## config.mk

```make
export PLATFORM = sky130hd
export DESIGN_NAME = lock_timer
export DESIGN_NICKNAME = d
export VERILOG_FILES = /design/src/rtl/code_checker_pkg.sv /design/src/rtl/lock_timer.sv
export SDC_FILE = /design/constraint.sdc
export NUM_CORES = 1
export LEC_CHECK = 0
export CORE_MARGIN = 10
export CORE_UTILIZATION = 36
export DETAILED_ROUTE_END_ITERATION = 6
export PLACE_DENSITY = 0.65
export SLEW_MARGIN = 30
export SYNTH_ARGS = -nofsm -noshare
export SYNTH_HDL_FRONTEND = slang
export SYNTH_SLANG_ARGS = --single-unit
```

## constraint.sdc

```tcl
create_clock -name clk -period 3.7 [get_ports clk]
set_input_delay 0.74 -clock clk [delete_from_list [all_inputs] [get_ports clk]]
set_output_delay 0.74 -clock clk [all_outputs]
set_load 0.02 [all_outputs]
```

## src/rtl/code_checker_pkg.sv

```systemverilog
// -----------------------------------------------------------------------------
// code_checker_pkg
// Shared definitions for the code checker: FSM state encoding and the default
// parameter values used by code_checker and lock_timer.
// -----------------------------------------------------------------------------
package code_checker_pkg;

  localparam int DEF_DIGITS      = 4;     // digits per code
  localparam int DEF_DIGIT_W     = 4;     // bits per digit (BCD)
  localparam int DEF_MAX_TRIES   = 3;     // consecutive failures before lockout
  localparam int DEF_LOCK_CYCLES = 1000;  // lockout duration in clock cycles

  typedef enum logic [1:0] {
    IDLE   = 2'd0,
    ENTRY  = 2'd1,
    LOCKED = 2'd2
  } state_t;

endpackage

```

## src/rtl/lock_timer.sv

```systemverilog
// -----------------------------------------------------------------------------
// lock_timer
// Lockout duration timer. A start pulse raises busy at the same edge; busy then
// stays high for exactly LOCK_CYCLES cycles. The down-counter stops at zero and
// never wraps.
//
// Ports:
//   clk   - clock, rising edge
//   rst   - synchronous active-high reset (busy low, counter cleared)
//   start - begin a lockout period
//   busy  - registered, high while the lockout period runs
// -----------------------------------------------------------------------------
module lock_timer
  import code_checker_pkg::*;
#(
  parameter int LOCK_CYCLES = DEF_LOCK_CYCLES
) (
  input  logic clk,
  input  logic rst,
  input  logic start,
  output logic busy
);

  // The counter only needs to hold LOCK_CYCLES-1.
  localparam int              CNT_W = (LOCK_CYCLES > 1) ? $clog2(LOCK_CYCLES) : 1;
  localparam logic [CNT_W-1:0] LOAD = CNT_W'(LOCK_CYCLES - 1);

  logic [CNT_W-1:0] count;

  // NOTE: sequential state uses non-blocking assignments so every flop samples
  // the pre-edge values, independent of statement order.
  always_ff @(posedge clk) begin
    if (rst) begin
      busy  <= 1'b0;
      count <= '0;
    end else if (start) begin
      busy  <= 1'b1;
      count <= LOAD;
    end else if (busy) begin
      // The edge that finds zero ends the period: LOCK_CYCLES edges in total.
      if (count == '0) busy  <= 1'b0;
      else             count <= count - 1'b1;
    end
  end

endmodule

```

Word-level counts from Yosys, hierarchy flattened
Index checks and enable logic that the tools add are counted.
Widths: inputs -> output; s select.
Cells by class
  $add $sub $neg: 1
  multiply operators: 0
  div/mod/pow operators: 0
  magnitude comparators: 0
  eq/ne operators: 1
  shift operators: 0
  multiplexer cells: 6
  bitwise operators: 1
  reduce and logical (&&, ||, !) cells: 5
Operators by type and width (number)
  $mux 10: 3
  $logic_not 10->1: 1
  $sub 10x1->10 const B: 1
  $reduce_and 2->1: 2
  $mux 1: 3
  $ne 2x2->1 const B: 1
  $reduce_bool 2->1: 1
  $reduce_or 2->1: 1
  $not 1->1: 1
Storage, ports and cells
  register bits: 11
  latch bits: 0
  bits in writable memories: 0
  memory bits (read-only): 0
  bits of input ports: 3
  output and inout port bits: 1
  logic and storage cells: 17
  memories: 0

Depth between registers and ports, before layout
  depth after elaboration: 4
  depth in mapped cells: 6
  mapped depth without buffers: 6

Worst setup path after synthesis
OpenSTA, ideal clock, no wires.
  kind: reg2reg
  start: reg count[0]
  end: reg count[1]
  data arrival time: 1.762 ns
  data required time: 3.630 ns
  path slack: 1.867 ns
  cell stages (with the launch flop): 7
  path through: dfxtp_1 inv_1 ha_1 or4b_1 o31ai_4 mux2_2 a21oi_1
Between the ends
  word-level cells in the longest chain between the ends: 4
  elaborated cells on any way between the ends: 7
  classes of those cells: 1 x add/sub; 1 x eq/ne; 3 x mux; 2 x reduce/logical
RTL lines
  from (decl): line lock_timer.sv:28  | logic [CNT_W-1:0] count;
  from (signal assigned): line lock_timer.sv:42  | else count <= count - 1'b1;
  $sub 10x1->10: line lock_timer.sv:42
  $mux 10: line lock_timer.sv:41  | if (count == '0) busy <= 1'b0;
  $mux 10: line lock_timer.sv:39  | end else if (busy) begin
  $mux 10: line lock_timer.sv:36  | end else if (start) begin
Several ways; a longest one is shown, not always the timed one. The select of a mux whose other input is x is not followed.
A chain may end at the register's enable or synchronous reset.

Worst setup path in the final report
  start: reg busy
  end: out busy
RTL lines
  from (decl): line lock_timer.sv:21  | output logic busy
  from (signal assigned): line lock_timer.sv:34  | busy <= 1'b0;
  from (signal assigned): line lock_timer.sv:37  | busy <= 1'b1;
  from (signal assigned): line lock_timer.sv:41
No word-level cell between the ends.

==> metrics.yaml <==
power_and_ir_drop:
  power.density_nw_per_um2: 431.8
  leakagePower_nw: 0.2266
  total_power_mw: 0.2733
  power.switching_fraction_pct: 30.04
  power.net_switching_mw: 0.08211
  comb_power_share_pct: 17.4
  worst_voltage_drop_across_the_vdd_grid_uv: 222.9
  share_clk_of_total_power_pct: 31.9
  power_frac_seq_pct: 50.8
  internal_power_mw: 0.1912
final_layout:
  synthToLayoutAreaGrowth_pct: 12.95
  drive_above_1_share_pct: 13.64
  antenna_fix_cells: 0
  finish.net_count: 71
  fillers: 142
cts:
  clk_path_buf_depth: 2
  cts.reportedPaths.clkPinSlew_ns: 0.08
  holdBufCountCts: 0
  count_of_cells_resized_by_post_cts_repair: 0
  clk-insertion-delay-late_ns: 0.28
  cts-htree-levels: 1
  numCtsBuffers: 3
  numClockSinks: 11
  root_buffer: "sky130_fd_sc_hd__clkbuf_4"
  cts_tree: "built"
  post-cts-setup-buffer-count: 0
global_routing:
  maximum_number_of_pins_on_one_net_before_global_route_repair: 12
  grt_pass1_wl_um: 1952
  antenna_violations_before_repair: 0
  global_route.usage.total_pct: 7.109
  vias_in_the_first_global_route: 475
  globalRouteOverflowTotal: 0
routing:
  vias_per_instance: 5.854
  detailed_routing_iteration_count_for_the_pre_antenna_repair_pass: 4
  drt_wl_total_um: 1130
  initialDrtViolationCount: 3
  routed-via-count: 480
  ant_nets: 0
  wire_per_inst_um: 13.78
  drc: 0
timing:
  rsz0062_at_grt: "no"
  fin_ws_ns: 1.572
  fmaxAchievable_ghz: 0.4699
  worst_slew_pin_slew_ns: 0.5075
  final-hold-violation-count: 0
  final_period_demand_of_the_worst_path_ns: 2.128
  setup_tns_final_ns: 0
  clock_skew_ns: 0.005716
  final.period_utilization_pct: 57.52
  slew_headroom_pct: 65.86
  final-max-slew-violation-count: 0
  holdWs_ns: 0.5182
  setup_violations: 0
yosys:
  synth.yosys.warnings: 0
  synth_ff_type: "sky130_fd_sc_hd__dfxtp_1"
  async_reset_ff_share_pct: 0
  yosysSeqAreaShare_pct: 39.29
  synth-edff-count: 0
  postSynthRegisterBits: 11
  yosys.cell_types.count: 31
  post_synth.cell_area_avg_um2: 9.342
  synthesis.instances: 60
  synth_area_um2: 560.5
  syn_nets: 64
setup_path:
  crit_path_end_kind: "output port"
  critical-path-top-delay-family: "buffers and inverters"
  crit_path_cell_trace: "clkdlybuf4s50_1"
  launch_point_of_the_worst_reg_to_reg_path: "count[0]"
  worst_setup_path_startpoint: "busy"
  critical_path_arrival_ns: 1.39
  crit_path_max_incr_delay_ns: 0.65
  path_class: "reg2out"
  crit_slowest_cell: "sky130_fd_sc_hd__clkdlybuf4s50_1"
  crit_path_start_kind: "flip-flop"
  cp.buffers_inverters: 1
  worst_path_maximum_fanout: 6
  worst-endpoint-required_ns: 2.96
floorplan:
  die_w_um: 59.46
  design.die.area_um2: 3535
  die_h_um: 59.46
  starting_density_pct: 37.65
  num_rows: 14
  core-area_um2: 1489
  io_pins: 4
worst_hold_path:
  min-delay-path-class: "reg2reg"
  worstHoldStart: "count[4]"
run:
  cap_violations: 0
status:
  result_of_the_run: "finished, final reports clean"
place:
  placement.setup.worst_slack_ns: 1.763
  portBuffers: 3
  dp_hpwl_um: 828.1
  globalplace.congestion: 0.7396
-- placed cells by master (no fill, tap or decap), drive strengths merged, types with 3 or more instances in the layout --
cell	instances
a21oi	7
clkdlybuf4s50	3
clkbuf	4
nor2	3
o31ai	4
inv	4
dfxtp	11
-- worst paths after layout --
kind                            cells past startpoint        to  slack [ns]
worst min-delay path                                2  count[4]        0.52
worst min register to register                      2  count[4]        0.52
worst max register to register                      6  count[1]        1.73
worst max-delay path                                1      busy        1.57
-- cell type report --
type | count | area [um^2] | share of cell area (%)
flip-flops and latches | 11 | 220.2 | 34.78
repair buffers | 3 | 30.03 | 4.743
clock buffers | 4 | 26.28 | 4.150
well taps | 16 | 20.02 | 3.162
multi-input cells | 44 | 321.6 | 50.79
inverters | 4 | 15.01 | 2.372
-- cells by family (layout without fill, tap and decap cells) --
logic type      Yosys count  after routing  synth area share (%)
flops                    11             11                 39.29
compound gates           20             20                 26.56
mux                       2              2                 3.795
buf+inv                   5             11                 3.347
xor+xnor                  3              3                 4.688
fa+ha+maj                 1              1                 2.232
simple gates             18             18                 20.09
-- Yosys cell counts, drive strengths merged (2+ instances only) --
cell type	instances	area share (%)
inv	4	2.7
o31ai	4	7.8
o21ai	2	1.8
nor2	3	2.0
a31oi	2	2.2
xnor2	2	3.1
nor3	2	1.8
or4	2	3.3
dfxtp	11	39
or3	2	2.5
a21oi	7	6.2
nor4	2	2.2
a211oi	2	2.7
-- sequential cells by signal (all words and copies together) (netlist names) --
register  flops
busy          1
count        10
-- power groups by stage --
stage	Sequential (mW)	Clock, mW	Combinational (mW)
6_report	0.139	0.0871	0.0475
5_1_grt	0.140	0.0917	0.0530
4_1_cts	0.138	0.0882	0.0479
3_5_place_dp	0.141	0	0.0475
3_3_place_gp	0.141	0	0.0467
2_1_floorplan	0.140	0	0.0363
-- per-layer routing --
layer | up-vias | global-route usage [%] | wire, um
met3 | 5 | 1.931 | 35
li1 | 249 | - | -
met2 | 7 | 11.00 | 518
met1 | 219 | 7.850 | 536
met5 | - | 0 | 0
met4 | 0 | 5.902 | 38
-- through the flow --
stage,std cells,util (%),cell area (um^2)
6_report,82,42.52,633.1
3_3_place_gp,78,40.76,606.8
5_1_grt,82,42.52,633.1
4_1_cts,82,42.52,633.1
2_1_floorplan,60,-,560.5
3_5_place_dp,78,40.76,606.8
Note: power is estimated with default switching activity, not from simulation.
